[config.mk]
export PLATFORM = sky130hd
export DESIGN_NAME = portin_deser
export DESIGN_NICKNAME = d
export VERILOG_FILES = /design/src/rtl/portin_deser.sv
export SDC_FILE = /design/constraint.sdc
export NUM_CORES = 1
export LEC_CHECK = 0
export CORE_UTILIZATION = 58
export CTS_CLUSTER_SIZE = 28
export DETAILED_ROUTE_END_ITERATION = 16
export GPL_ROUTABILITY_DRIVEN = 0
export PLACE_DENSITY = 0.85
export SETUP_SLACK_MARGIN = 0.15
export SLEW_MARGIN = 15
export SYNTH_ARGS = -nofsm -noshare
export SYNTH_HDL_FRONTEND = slang
export SYNTH_SLANG_ARGS = --single-unit
[constraint.sdc]
create_clock -name clock -period 8.1 [get_ports clock]
set_input_delay 1.62 -clock clock [delete_from_list [all_inputs] [get_ports clock]]
set_output_delay 1.62 -clock clock [all_outputs]
set_load 0.005 [all_outputs]
[src/rtl/portin_deser.sv]
// Bit-serial router input port: deserialises frame_n/valid_n/di frames into an
// address/payload word held in a one-entry valid/ready register, with error and overflow stats.
module portin_deser #(
    parameter int ADDR_W = 4,
    parameter int DATA_W = 32,
    parameter int CNT_W  = 8
) (
    input  logic              clock,
    input  logic              reset,
    input  logic              clear,
    input  logic              frame_n,
    input  logic              valid_n,
    input  logic              di,
    output logic              out_valid,
    input  logic              out_ready,
    output logic [ADDR_W-1:0] out_addr,
    output logic [DATA_W-1:0] out_payload,
    output logic              err,
    output logic              ovf,
    output logic [CNT_W-1:0]  err_cnt,
    output logic [CNT_W-1:0]  ovf_cnt
);
    // state | meaning
    // IDLE  | between frames, waiting for an address or stray bit
    // ADDR  | collecting address bits (extra bits are padding)
    // PAY   | collecting payload bits until the last-bit cycle
    // DROP  | malformed frame, waiting for frame_n to return high
    typedef enum logic [1:0] {S_IDLE, S_ADDR, S_PAY, S_DROP} state_t;

    localparam int AW = $clog2(ADDR_W + 1);
    localparam int PW = $clog2(DATA_W + 2);
    localparam logic [AW-1:0] ACNT_FULL = AW'(ADDR_W);
    localparam logic [PW-1:0] PCNT_LAST = PW'(DATA_W - 1);
    localparam logic [PW-1:0] PCNT_CAP  = PW'(DATA_W);
    localparam logic [PW-1:0] PCNT_MAX  = PW'(DATA_W + 1);

    state_t            state_q, state_d;
    logic [ADDR_W-1:0] addr_sr, addr_in;
    logic [DATA_W-1:0] pay_sr, pay_in;
    logic [AW-1:0]     acnt_q;
    logic [PW-1:0]     pcnt_q;
    logic              err_d, good_d, ovf_d, load;
    logic              addr_start, addr_step, pay_start, pay_step;
    logic              is_addr, is_pay, is_last;

    assign is_addr = !frame_n && valid_n;
    assign is_pay  = !frame_n && !valid_n;
    assign is_last = frame_n && !valid_n;

    always_ff @(posedge clock or posedge reset) begin
        if (reset)
            state_q <= S_IDLE;
        else if (clear)
            state_q <= S_IDLE;
        else
            state_q <= state_d;
    end

    always_comb begin
        state_d    = state_q;
        err_d      = 1'b0;
        good_d     = 1'b0;
        addr_start = 1'b0;
        addr_step  = 1'b0;
        pay_start  = 1'b0;
        pay_step   = 1'b0;
        case (state_q)
            S_IDLE: begin
                if (is_addr) begin
                    addr_start = 1'b1;
                    state_d    = S_ADDR;
                end else if (is_pay) begin
                    err_d   = 1'b1;
                    state_d = S_DROP;
                end else if (is_last) begin
                    err_d = 1'b1;
                end
            end
            S_ADDR: begin
                if (is_addr) begin
                    addr_step = 1'b1;
                end else if (is_pay) begin
                    if (acnt_q == ACNT_FULL) begin
                        pay_start = 1'b1;
                        state_d   = S_PAY;
                    end else begin
                        err_d   = 1'b1;
                        state_d = S_DROP;
                    end
                end else begin
                    err_d   = 1'b1;
                    state_d = S_IDLE;
                end
            end
            S_PAY: begin
                if (is_pay) begin
                    pay_step = 1'b1;
                end else if (is_last) begin
                    // pcnt counts bits already taken; the last bit makes pcnt+1
                    if (pcnt_q == PCNT_LAST)
                        good_d = 1'b1;
                    else
                        err_d = 1'b1;
                    state_d = S_IDLE;
                end else if (is_addr) begin
                    err_d   = 1'b1;
                    state_d = S_DROP;
                end else begin
                    err_d   = 1'b1;
                    state_d = S_IDLE;
                end
            end
            S_DROP: begin
                if (frame_n)
                    state_d = S_IDLE;
            end
            default: state_d = S_IDLE;
        endcase
    end

    // LSB-first shift-in at the MSB end: after exactly W shifts bit 0 lands at index 0
    assign addr_in = (addr_sr >> 1) | (ADDR_W'(di) << (ADDR_W - 1));
    assign pay_in  = (pay_sr >> 1) | (DATA_W'(di) << (DATA_W - 1));
    assign load    = good_d && (!out_valid || out_ready);
    assign ovf_d   = good_d && out_valid && !out_ready;

    always_ff @(posedge clock or posedge reset) begin
        if (reset) begin
            addr_sr     <= '0;
            pay_sr      <= '0;
            acnt_q      <= '0;
            pcnt_q      <= '0;
            out_valid   <= 1'b0;
            out_addr    <= '0;
            out_payload <= '0;
            err         <= 1'b0;
            ovf         <= 1'b0;
            err_cnt     <= '0;
            ovf_cnt     <= '0;
        end else if (clear) begin
            addr_sr     <= '0;
            pay_sr      <= '0;
            acnt_q      <= '0;
            pcnt_q      <= '0;
            out_valid   <= 1'b0;
            out_addr    <= '0;
            out_payload <= '0;
            err         <= 1'b0;
            ovf         <= 1'b0;
            err_cnt     <= '0;
            ovf_cnt     <= '0;
        end else begin
            if (addr_start) begin
                addr_sr <= ADDR_W'(di) << (ADDR_W - 1);
                pay_sr  <= '0;
                acnt_q  <= AW'(1);
            end else if (addr_step && acnt_q != ACNT_FULL) begin
                addr_sr <= addr_in;
                acnt_q  <= acnt_q + AW'(1);
            end

            if (pay_start) begin
                pay_sr <= pay_in;
                pcnt_q <= PW'(1);
            end else if (pay_step) begin
                if (pcnt_q < PCNT_CAP)
                    pay_sr <= pay_in;
                if (pcnt_q != PCNT_MAX)
                    pcnt_q <= pcnt_q + PW'(1);
            end

            err <= err_d;
            ovf <= ovf_d;

            if (load) begin
                out_valid   <= 1'b1;
                out_addr    <= addr_sr;
                out_payload <= pay_in;
            end else if (out_ready) begin
                out_valid <= 1'b0;
            end

            if (err_d && err_cnt != '1)
                err_cnt <= err_cnt + CNT_W'(1);
            if (ovf_d && ovf_cnt != '1)
                ovf_cnt <= ovf_cnt + CNT_W'(1);
        end
    end
endmodule

==> flow_metrics.tcl, run 1 <==
set metrics [dict create \
    max-vdd-ir-drop_mv 0.1539 \
    num_vias 3212 \
    maxCapViolCount 0 \
    grtUsageTotal 0.2436 \
    viasPerCell 5.746 \
    rsz0062_at_grt "false" \
    root_buffer "clkbuf_8" \
    hpwlAfterDp_um 5826 \
    drtIter0Drc 218 \
    start_kind "input port" \
    leakage_nw 2.343 \
    cts_tree "yes" \
    fmax_mhz 257.5 \
    final_common_cell "dfrtp_1" \
    clock-sinks 101 \
    area_growth_pct 19.45 \
    cts_buffer_depth 2 \
    drt-wirelength-per-cell_um 15.85 \
    ys_types 44 \
    syn-num-nets 415 \
    final_area_um2 5210 \
    start_util 0.6013 \
    clk_pin_slew_worst_paths_ps 100 \
    diodes 0 \
    tightestPinTransition_ps 1101 \
    hold_viol_final 0 \
    postCtsHoldBufs 0 \
    final.setup.tns_ps 0 \
    path_max_fanout 35 \
    cts_setup_buffers 0 \
    final_cell_mix "dfrtp_1 (101), clkdlybuf4s50_1 (61), nor2_1 (53)" \
    fin_worst_skew_ps 10.04 \
    power_density_nw_per_um2 164.9 \
    yosysWarnings 0 \
    min_path_type "reg2reg" \
    antenna_found_initial 0 \
    grt_pass1_vias 3057 \
    drv_slew 0 \
    ys_ff_latch 101 \
    netlist_area_um2 4362 \
    layout-drive-gt1-share 0.09783 \
    grt_pass1_wl_um 14660 \
    rows 31 \
    crit_path_end_kind "flop" \
    die_y_um 88.72 \
    dieArea_um2 7871 \
    avgSynthCellArea_um2 10.85 \
    io_buffer_count 61 \
    fin_crit_sh 0.4795 \
    grt_overflow 0 \
    place_area_um2 5027 \
    fin_crit_ps 3884 \
    drtPass1Iterations 6 \
    grt_max_degree 78 \
    layout.nets 468 \
    htree_levels 3 \
    cts_inserted_buffers 9 \
    setup_viol 0 \
    cp.required_ps 8380 \
    critPathArrivalTime_ps 4170 \
    dieWidth_um 88.72 \
    drcViolationCount 0 \
    ys_seq_area_frac 0.5795 \
    timing.slew.headroom 0.2659 \
    finalWirelength_um 8862 \
    core_um2 7253 \
    io_pins 62 \
    postRouteAntennaNets 0 \
    syn_inst 402 \
    ctsResizeCount 0 \
    status "complete, no violations" \
    critical_path_class "in2reg" \
    insertion_delay_ps 350 \
]
==> routing by layer <==
layer,wire length (µm),global-route usage
met1,3785,0.3201
met2,4600,0.4168
met3,403,0.04851
met4,72,0.06158
met5,0,0
==> path summary, 6_finish.rpt <==
path / cells past startpoint / endpoint / slack, ps / start
max in group asynchronous: 3 / pay_sr[13]$_DFF_PP0_ / 5300 / reset
max: 6 / pay_sr[6]$_DFF_PP0_ / 4220 / valid_n
max reg2reg: 8 / pay_sr[6]$_DFF_PP0_ / 5390 / acnt_q[0]$_DFFE_PP0P_
min reg2reg: 1 / out_payload[0]$_DFFE_PP0P_ / 510 / pay_sr[1]$_DFF_PP0_
min: 1 / out_payload[0]$_DFFE_PP0P_ / 510 / pay_sr[1]$_DFF_PP0_
min in group asynchronous: 2 / err_cnt[3]$_DFFE_PP0P_ / 1580 / reset
==> registers in the layout, indices dropped and copies added (netlist names) <==
signal and count:
err 1, out_valid 1, acnt_q 3, ovf 1, out_addr 4, ovf_cnt 8, pay_sr 31, err_cnt 8
addr_sr 4, pcnt_q 6, state_q 2, out_payload 32
==> cell families (layout without fill, tap and decap cells) <==
kind of cell / Yosys count / after routing / synth area share
and+or+nand+nor: 149 / 149 / 0.1624
DFF: 101 / 101 / 0.5795
AOI/OAI and AO/OA: 95 / 95 / 0.1641
buffers and inverters: 31 / 89 / 0.03500
xor gates and xnor gates: 14 / 14 / 0.02811
adders and majority gates: 6 / 6 / 0.01721
muxes: 6 / 6 / 0.01377
==> worst max-delay path: stages <==
cell and delay (ps):
clkdlybuf4s50_1 530, or4b_1 600, o21a_1 580, or2_1 380, buf_4 260, a21oi_1 180
==> through the flow <==
step           hold slack (ps)  power, mW  setup WS, ps    util  std cells
6_report                 510.8     0.8591          4216  0.7183        559
3_5_place_dp             490.9     0.5758          3840  0.6931        543
4_1_cts                  516.8     0.8671          4210  0.7183        559
3_3_place_gp             477.7     0.5729          3940  0.6931        543
5_1_grt                  532.6     0.8916          4025  0.7183        559
2_1_floorplan            465.8     0.5582          3833       -        402
==> area by class of cell <==
type	count	area, µm²
clock buffers	9	123.9
clock inverters	7	58.81
fillers	547	2043
inverters	8	32.53
multi-input cells	270	1703
flip-flops and latches	101	2527
well taps	99	123.9
repair buffers	65	640.6
==> power by group <==
| group | internal (mW) | switching, mW | total, mW |
|---|---|---|---|
| Sequential | 0.510 | 0.00698 | 0.517 |
| Clock | 0.115 | 0.178 | 0.294 |
| Combinational | 0.0152 | 0.0335 | 0.0487 |
| Total | 0.640 | 0.219 | 0.859 |
==> cell usage after synthesis, drive strengths merged <==
| cell type | number | share of area |
|---|---|---|
| nand4b | 1 | 0.0020 |
| and4 | 1 | 0.0020 |
| a31o | 1 | 0.0020 |
| buf | 9 | 0.016 |
| nand2 | 42 | 0.036 |
| o311a | 1 | 0.0023 |
| o21bai | 1 | 0.0017 |
| xor2 | 10 | 0.020 |
| a311oi | 1 | 0.0020 |
| o21a | 1 | 0.0017 |
| nor4 | 2 | 0.0043 |
| o21ai | 5 | 0.0057 |
| and2 | 3 | 0.0043 |
| nand4 | 5 | 0.0072 |
| nor3b | 1 | 0.0029 |
| or4b | 1 | 0.0023 |
| xnor2 | 4 | 0.0080 |
| nor4b | 1 | 0.0020 |
| nor2b | 2 | 0.0029 |
| dfrtp | 101 | 0.58 |
| a31oi | 1 | 0.0014 |
| a22o | 36 | 0.072 |
| o22ai | 1 | 0.0014 |
| nor2 | 53 | 0.046 |
| a211oi | 3 | 0.0052 |
| inv | 8 | 0.0069 |
| or4 | 3 | 0.0052 |
| nor4bb | 1 | 0.0023 |
| o31ai | 1 | 0.0017 |
| ha | 6 | 0.017 |
| nand2b | 6 | 0.0086 |
| and3 | 3 | 0.0043 |
| mux2i | 6 | 0.014 |
| or2 | 1 | 0.0014 |
| nand4bb | 1 | 0.0026 |
| nand3 | 15 | 0.017 |
| or3 | 4 | 0.0057 |
| nor3 | 3 | 0.0034 |
| clkbuf | 14 | 0.012 |
| a21oi | 43 | 0.067 |
No activity file was read; power rests on OpenSTA's default activity.
==> run 2, diff against run 1 <==
CORE_UTILIZATION = 54   (was 58)
PLACE_DENSITY = 0.8   (was 0.85)
clock period = 4 ns   (was 8.1 ns; I/O delays follow)
==> run 2 against run 1 <==
  * Power grew 99%
  * Clock skew rose by 1.5 ps
  * Cell count is 1.1% higher
  * Critical path depth rose by 1
  * First-iteration DRC count fell by 32%
  * Sequential power grew 100%
  * Highest routed layer unchanged
==> flow_metrics.tcl, run 2 (synthesis gave the netlist of run 1 again) <==
set metrics [dict create \
    path_buf_inv 3 \
    reg2reg_setup_slack_ps 1550 \
    cp_top_family "buffers and inverters" \
    dieArea_um2 8441 \
    grt_max_degree 47 \
    r2r_start "acnt_q[0]$_DFFE_PP0P_" \
    max-vdd-ir-drop_mv 0.1754 \
    ctsResizeCount 0 \
    hpwlAfterDp_um 5945 \
    drv_slew 0 \
    grt_pass1_wl_um 15130 \
    cp.required_ps 4270 \
    root_buffer "clkbuf_8" \
    power_density_nw_per_um2 328.4 \
    top_regs "out_payload (32), pay_sr (31)" \
    antenna_found_initial 0 \
    critPathMaxStageDelay_ps 580 \
    fin_crit_sh 0.7092 \
    dieWidth_um 91.88 \
    rows 32 \
    io_buffer_count 61 \
    regMostFlops "out_payload" \
    leakage_nw 2.362 \
    start_util 0.5615 \
    core_um2 7767 \
    min_path_type "reg2reg" \
    postCtsHoldBufs 0 \
    htree_levels 3 \
    path_max_fanout 35 \
    num_vias 3228 \
    cts_setup_buffers 0 \
    grt_pass1_vias 3140 \
    postRouteAntennaNets 0 \
    die_y_um 91.88 \
    cts_tree "yes" \
    grt_overflow 0 \
    dp_cells 550 \
    cts_inserted_buffers 9 \
    clk_pin_slew_worst_paths_ps 100 \
    min_to "out_payload[0]$_DFFE_PP0P_" \
    final.setup.tns_ps 0 \
    rsz0062_at_grt "false" \
    final_common_cell "dfrtp_1" \
    reg2reg_depth 9 \
    timing.slew.headroom 0.2999 \
    setup_viol 0 \
    status "complete, no violations" \
    power.total_mw 1.714 \
    critical_path_class "in2reg" \
    drtPass1Iterations 4 \
    start_kind "input port" \
    tightestPinTransition_ps 1050 \
    hold_viol_final 0 \
    area_growth_pct 19.65 \
    hp-start "pay_sr[1]$_DFF_PP0_" \
    layout-drive-gt1-share 0.09935 \
    maxCapViolCount 0 \
    grtUsageTotal 0.2284 \
    hold_depth 1 \
    final_cell_mix "dfrtp_1 (101), clkdlybuf4s50_1 (61), nor2_1 (53)" \
    path_cells "clkdlybuf4s50_1 -> or4b_1 -> o21a_1 -> buf_4 -> or2_1 -> buf_4 -> a21oi_1" \
    insertion_delay_ps 360 \
    place_area_um2 5061 \
    layout.nets 472 \
    diodes 0 \
    rr_endpoint "pay_sr[5]$_DFF_PP0_" \
    fin_crit_ps 2837 \
    drtIter0Drc 149 \
    fin_worst_skew_ps 11.50 \
    path_common_cell "buf_4" \
    largest_reg_flops 32 \
    stdcell_count 565 \
    cp_slowest_cell "or4b_1" \
    critPathArrivalTime_ps 3110 \
    clock-sinks 101 \
    io_pins 62 \
    finalWirelength_um 9026 \
    drcViolationCount 0 \
    fmax_mhz 352.5 \
    cts_buffer_depth 2 \
    crit_path_end_kind "flop" \
    drt-wirelength-per-cell_um 15.98 \
    viasPerCell 5.713 \
    final_area_um2 5219 \
]
## run 2: cell types whose count changed in the layout (fill, tap and decap cells not counted), sizes merged
cell / change
buf: +4
clkbuf: +2
clkinv: +2
clkinvlp: -3
inv: -2
## run 2: worst max path at each step
stage | start | endpoint | slack (ps) | depth (start not counted)
finish | frame_n | pay_sr[5]$_DFF_PP0_ | 1160 | 7
global route | frame_n | err_cnt[5]$_DFFE_PP0P_ | 980 | 6
CTS | frame_n | out_addr[3]$_DFFE_PP0P_ | 1190 | 7
detailed placement | frame_n | out_addr[0]$_DFFE_PP0P_ | 830 | 7
global placement | frame_n | out_payload[25]$_DFFE_PP0P_ | 890 | 7
floorplan | reset | acnt_q[0]$_DFFE_PP0P_ | 550 | 1
## run 2: through the flow
stage               worst slack, ps  utilization  hold WS [ps]
finish                         1163       0.6719         503.8
floorplan                     552.9            -         465.8
global route                  984.4       0.6719         523.0
detailed placement            829.9       0.6516         486.9
global placement              890.3       0.6516         474.4
CTS                            1187       0.6719         507.6
## run 2: layout make-up
cell class / instances / area, µm²
Clock buffer: 11 / 131.4
Clock inverter: 4 / 26.28
Fill cell: 579 / 2549
Inverter: 8 / 32.53
Multi-Input combinational cell: 270 / 1703
Sequential cell: 101 / 2527
Tap cell: 102 / 127.6
Timing Repair Buffer: 69 / 670.6
## run 2: worst register-to-register path, cell delays in order, from the launching register on
cell and delay (ps):
dfrtp_1 390, inv_1 90, ha_1 210, nand3_1 100, or4_1 460, o21a_1 140
buf_4 230, or2_1 250, buf_4 260, a21oi_1 210
## run 2: report_power, final
| part | switching [mW] | internal, mW |
|---|---|---|
| Combinational | 0.0675 | 0.0320 |
| Sequential | 0.0136 | 1.03 |
| Clock | 0.345 | 0.223 |
## run 2: layer usage
| layer | track usage | wire length (µm) | vias up |
|---|---|---|---|
| li1 | - | - | 1517 |
| met1 | 0.3047 | 4092 | 1613 |
| met2 | 0.3713 | 4414 | 85 |
| met3 | 0.05141 | 357 | 13 |
| met4 | 0.07682 | 162 | 0 |
| met5 | 0 | 0 | - |
